--- src/rtl/ipbus_reg_slave.sv ---
// IPbus register slave with read/write control registers and read-only status registers.
// Each transaction is followed by a programmable number of wait states and a one-cycle registered response.
module ipbus_reg_slave #(
    parameter int N_CTRL      = 4,
    parameter int N_STAT      = 4,
    parameter int ADDR_BITS   = 4,
    parameter int WAIT_CYCLES = 1
) (
    input  logic                   clk,
    input  logic                   rst,
    input  logic [31:0]            ipb_addr,
    input  logic [31:0]            ipb_wdata,
    input  logic                   ipb_strobe,
    input  logic                   ipb_write,
    output logic [31:0]            ipb_rdata,
    output logic                   ipb_ack,
    output logic                   ipb_err,
    output logic [N_CTRL*32-1:0]   ctrl_out,
    output logic [N_CTRL-1:0]      ctrl_wr_stb,
    input  logic [N_STAT*32-1:0]   stat_in,
    output logic [15:0]            txn_count
);

    typedef enum logic [1:0] {S_IDLE, S_WAIT, S_RESP} state_t;

    state_t                 state;
    logic [3:0]             wait_cnt;
    logic [ADDR_BITS-1:0]   lat_addr;
    logic                   lat_write;
    logic [31:0]            lat_wdata;

    logic [31:0]            cur_addr;
    logic                   cur_write;
    logic [31:0]            cur_wdata;
    logic                   commit;
    logic                   is_ctrl;
    logic                   is_stat;
    logic [31:0]            rd_word;

    // Only the low address bits are decoded; the rest are deliberately ignored.
    logic unused_addr_bits;
    assign unused_addr_bits = ^ipb_addr;

    // With no wait states the response is decided from the live bus, otherwise from the latched request.
    always_comb begin
        // NOTE: every signal gets a default before any branch, so no path can infer a latch.
        cur_addr  = 32'(lat_addr);
        cur_write = lat_write;
        cur_wdata = lat_wdata;
        commit    = 1'b0;
        if (state == S_IDLE) begin
            cur_addr  = 32'(ipb_addr[ADDR_BITS-1:0]);
            cur_write = ipb_write;
            cur_wdata = ipb_wdata;
            commit    = ipb_strobe && (WAIT_CYCLES == 0);
        end else if (state == S_WAIT) begin
            commit    = ipb_strobe && (wait_cnt == 4'd1);
        end
        is_ctrl = cur_addr < 32'(N_CTRL);
        is_stat = !is_ctrl && (cur_addr < 32'(N_CTRL + N_STAT));
        rd_word = '0;
        for (int k = 0; k < N_CTRL; k++)
            if (cur_addr == 32'(k)) rd_word = ctrl_out[k*32 +: 32];
        for (int k = 0; k < N_STAT; k++)
            if (cur_addr == 32'(N_CTRL + k)) rd_word = stat_in[k*32 +: 32];
    end

    always_ff @(posedge clk or negedge rst) begin
        if (!rst) begin
            state       <= S_IDLE;
            wait_cnt    <= '0;
            lat_addr    <= '0;
            lat_write   <= 1'b0;
            lat_wdata   <= '0;
            ipb_rdata   <= '0;
            ipb_ack     <= 1'b0;
            ipb_err     <= 1'b0;
            ctrl_out    <= '0;
            ctrl_wr_stb <= '0;
            txn_count   <= '0;
        end else begin
            // NOTE: sequential state uses non-blocking assignments so every register samples pre-edge values.
            ipb_ack     <= 1'b0;
            ipb_err     <= 1'b0;
            ipb_rdata   <= '0;
            ctrl_wr_stb <= '0;
            case (state)
                S_IDLE: begin
                    if (ipb_strobe) begin
                        lat_addr  <= ipb_addr[ADDR_BITS-1:0];
                        lat_write <= ipb_write;
                        lat_wdata <= ipb_wdata;
                        wait_cnt  <= 4'(WAIT_CYCLES);
                        state     <= (WAIT_CYCLES == 0) ? S_RESP : S_WAIT;
                    end
                end
                S_WAIT: begin
                    if (!ipb_strobe) begin
                        state    <= S_IDLE;
                        wait_cnt <= '0;
                    end else if (wait_cnt == 4'd1) begin
                        state    <= S_RESP;
                        wait_cnt <= '0;
                    end else begin
                        wait_cnt <= wait_cnt - 4'd1;
                    end
                end
                S_RESP: begin
                    state     <= S_IDLE;
                    txn_count <= txn_count + 16'd1;
                end
                default: state <= S_IDLE;
            endcase

            if (commit) begin
                if (is_ctrl && cur_write) begin
                    ipb_ack <= 1'b1;
                    for (int k = 0; k < N_CTRL; k++) begin
                        if (cur_addr == 32'(k)) begin
                            ctrl_out[k*32 +: 32] <= cur_wdata;
                            ctrl_wr_stb[k]       <= 1'b1;
                        end
                    end
                end else if ((is_ctrl || is_stat) && !cur_write) begin
                    ipb_ack   <= 1'b1;
                    ipb_rdata <= rd_word;
                end else begin
                    ipb_err   <= 1'b1;
                end
            end
        end
    end

endmodule
--- config.mk ---
export PLATFORM = sky130hd
export DESIGN_NAME = ipbus_reg_slave
export DESIGN_NICKNAME = d
export VERILOG_FILES = /design/src/rtl/ipbus_reg_slave.sv
export SDC_FILE = /design/constraint.sdc
export NUM_CORES = 1
export LEC_CHECK = 0
export ABC_AREA = 0
export BUFFER_PORTS_ARGS = -buffer_cell sky130_fd_sc_hd__clkbuf_2
export CELL_PAD_IN_SITES_DETAIL_PLACEMENT = 0
export CELL_PAD_IN_SITES_GLOBAL_PLACEMENT = 1
export CORE_ASPECT_RATIO = 1.4
export CORE_MARGIN = 2
export CORE_UTILIZATION = 25
export DETAILED_ROUTE_END_ITERATION = 8
export HOLD_SLACK_MARGIN = 0.02
export PLACE_DENSITY_LB_ADDON = 0.15
export SETUP_SLACK_MARGIN = 0.5
export SYNTH_ARGS = -nofsm -noshare
export SYNTH_HDL_FRONTEND = slang
export SYNTH_SLANG_ARGS = --single-unit
--- constraint.sdc ---
create_clock -name clk -period 3.3 [get_ports clk]
set_clock_uncertainty 0.15 [all_clocks]
set_input_delay 0.495 -clock clk [delete_from_list [all_inputs] [get_ports clk]]
set_output_delay 0.495 -clock clk [all_outputs]
set_load 0.05 [all_outputs]
==> impl_metrics.tcl <==
set metrics [dict create \
    status "finished clean" \
    clkTransAtPathRegs_ns 0.06 \
    port-buffer-count 349 \
    synth_area_leaders "dfrtp_1 51%, nand2_1 6.9%, o21ai_1 5.9%, a22oi_1 4.2%, a2111oi_2 3.8%" \
    cpMaxStageDelayCell "dfrtp_1" \
    seq_area_um2 5630 \
    overflow 0 \
    yosysMostFrequentCell "dfrtp_1" \
    cp.buffers_inverters 3 \
    cp-start-kind "flip-flop" \
    swShare 0.511 \
    syn_nets 1312 \
    synth-xor-area-share 0.0118 \
    fmax_mhz 369 \
    cts_tree "done" \
    cp_cell_sequence "or2_1 > buf_4 > mux2i_4 > buf_4 > nand2_2 > buf_4 > a21oi_1 > o31a_1" \
    crit_path_frequent_cell "buf_4" \
    synth_area_um2 11100 \
    rrSetupSlack_ns 0.59 \
    worstHoldStart "ipb_wdata[19]" \
    grt_first_pass_wirelength_mm 68.0 \
    p_comb_frac 0.520 \
    worst_ep_arrival_time_ns 3.00 \
    yosys_register_bits 225 \
    grt_use_total 0.195 \
    setup.worst_path.end_class "flip-flop" \
    synthAdderAreaFrac 0.00338 \
    tightest_slew_ns 1.16 \
    path_delay_family "buffers and inverters" \
    cts_buffer_depth 3 \
    die_y_um 253 \
    fp-row-count 91 \
    reg2reg_from "state[0]" \
    via_count 10000 \
    min_path_cells 2 \
    ys.flop_type "dfrtp_1" \
    drv_slew 0 \
    detail-route-antenna-nets 0 \
    switchingPower_uw 8340 \
    grt_setup_unrepaired "false" \
    synth_common_cells "225 x dfrtp_1, 204 x nand2_1, 131 x o21ai_1" \
    antenna_found_initial 10 \
    post-dp-hpwl_mm 32.4 \
    routed_wl_mm 46.2 \
    dr.pass1.iters 5 \
    num-fill-cells 4673 \
    synth-simple-area-share 0.129 \
    whs_endpoint "lat_wdata[19]" \
    critical_path_class "reg -> reg" \
    drive_gt1_frac 0.364 \
    slowest_delay_ns 0.49 \
    final_core_util 0.335 \
    path_max_fanout 23 \
    die_w_um 182 \
    dr.first_iter.drc_count 411 \
    insertion_delay_ns 0.55 \
    peakVddDrop_mv 0.512 \
    seqPwrFrac 0.288 \
    syn_to_final_growth_pct 32.6 \
    cap_violations 0 \
    initial_utilization 0.253 \
    grt_max_degree 60 \
    clkPwrFrac 0.192 \
    rr_endpoint "ipb_rdata[17]" \
    worstPathRequired_ns 3.59 \
    synth-edff-count 0 \
    synth_top_family_by_area "compound AO/OA/AOI/OAI gates" \
    synth_compound_area_frac 0.235 \
    cts-root-buf "clkbuf_16" \
    synth_mux_area_frac 0.0700 \
    core_area_um2 43900 \
    yosys.area.top_type "dfrtp_1" \
    drc 0 \
    gp_congestion 0.784 \
    syn_inst 1113 \
    setup_tns_ns 0 \
    setup_viol_count_final 0 \
    die_area_um2 46200 \
    ios 378 \
    wire_per_inst_um 22.7 \
    p_int_uw 7990 \
    ys_types 58 \
    synth.top_cell.area_share 0.507 \
    hold_path_class "in -> reg" \
    power.density_nw_per_um2 1110 \
    min_period_ns 2.71 \
    ys_seq_area_frac 0.507 \
    clock_sinks 225 \
    finalHoldViolCount 0 \
    numCtsBuffers 26 \
    yosys_warnings 0 \
    vias_per_cell 4.91 \
    postSynthAreaPerCell_um2 9.98 \
    first_global_vias 10600 \
    finalCritPeriodShare 0.821 \
    multi_input_area_um2 5070 \
    worstRegToRegCells 8 \
    htreeDepth 1 \
    fin_nets 1655 \
    p_leak_uw 0.00678 \
    async_flop_share 1.00 \
    relSlewSlack 0.225 \
    whs_ns 0.0487 \
]
==> registers in the layout, indices dropped and copies added, names as in the netlist <==
name / cells
ctrl_out: 128
ipb_err: 1
txn_count: 16
state: 2
lat_write: 1
ctrl_wr_stb: 4
lat_wdata: 32
wait_cnt: 4
lat_addr: 4
ipb_ack: 1
ipb_rdata: 32
==> area by class of cell <==
class	instances	area share
diodes	6	0.00102
clock buffers	36	0.0515
clock inverters	11	0.0105
inverters	9	0.00229
multi-input cells	783	0.344
flip-flops and latches	225	0.382
well taps	558	0.0474
repair buffers	411	0.161
==> placed cells by master, fill, tap and decap left out, types with 6 or more instances in the layout <==
master,Yosys,final
buf_4,5,45
nor2_1,8,7
nor3_1,66,66
clkbuf_2,0,348
o21ai_0,6,6
xnor2_1,12,12
nand4_1,6,6
nand2_1,204,203
dfrtp_1,225,225
mux2_2,36,36
o31a_1,31,30
a2111oi_2,28,29
buf_12,0,11
clkinv_2,0,7
diode_2,0,6
mux2i_1,35,35
a21boi_1,30,30
o21ai_1,131,129
o22ai_1,32,32
clkbuf_16,0,27
a22oi_1,62,62
a21oi_1,34,34
nand3_1,6,6
==> power by group through the flow <==
| stage | Sequential, uW | Combinational (uW) | Clock (uW) |
|---|---|---|---|
| 3_5_place_dp | 4770 | 8460 | 0 |
| 5_1_grt | 4860 | 9080 | 3330 |
| 3_3_place_gp | 4750 | 8400 | 0 |
| 4_1_cts | 4720 | 8490 | 3250 |
| 6_report | 4700 | 8500 | 3140 |
| 2_1_floorplan | 7140 | 3180 | 0 |
==> worst reg2reg max path: stages, from the launching register on <==
cell     delay (ns)
dfrtp_1        0.49
or2_1          0.38
buf_4          0.21
mux2i_4        0.21
buf_4          0.25
nand2_2        0.11
buf_4          0.37
a21oi_1        0.12
o31a_1         0.30
==> per-layer routing <==
metal / up-vias / wire length, um / track usage
li1: 4738 / - / -
met1: 4884 / 18600 / 0.230
met2: 307 / 23700 / 0.350
met3: 70 / 2560 / 0.0398
met4: 4 / 1340 / 0.0703
met5: - / 27 / 0
==> worst max path at each step <==
stage / slack (ns) / to / cells past startpoint / start
final: 0.59 / ipb_rdata[17] / 8 / state[0]
after global routing: 0.50 / ipb_rdata[27] / 8 / state[0]
after CTS: 0.50 / ctrl_out[122] / 6 / state[0]
after detailed placement: 0.51 / ipb_rdata[23] / 6 / state[0]
after global placement: 0.52 / ipb_rdata[23] / 6 / state[0]
after floorplan: 1.15 / ctrl_out[54] / 8 / state[0]
==> cell families after synthesis <==
family / count (synthesis)
compound gates: 371
xor+xnor: 15
fa+ha+maj: 3
buf+inv: 106
flops: 225
mux: 72
simple gates: 321
==> metrics by stage <==
stage / instance area [um2] / cells / total power [uW] / setup WS, ns
finish: 14700 / 2039 / 16300 / 0.589
global route: 14700 / 2039 / 17300 / 0.505
CTS: 14600 / 2027 / 16500 / 0.504
detailed placement: 13700 / 1975 / 13200 / 0.507
global placement: 13700 / 1975 / 13200 / 0.515
floorplan: 11100 / 1113 / 10300 / 1.15
==> timing repair <==
| action | 4_1_cts | 5_1_grt |
|---|---|---|
| hold endpoints to repair | 58 | 0 |
| setup buffers | 0 | 5 |
| pin swaps | 1 | 3 |
| gates cloned | 0 | 1 |
| hold buffers | 5 | 0 |
| setup endpoints to repair | 18 | 83 |
| gates resized for setup | 1 | 4 |
Note: power is estimated with default switching activity, not from simulation.
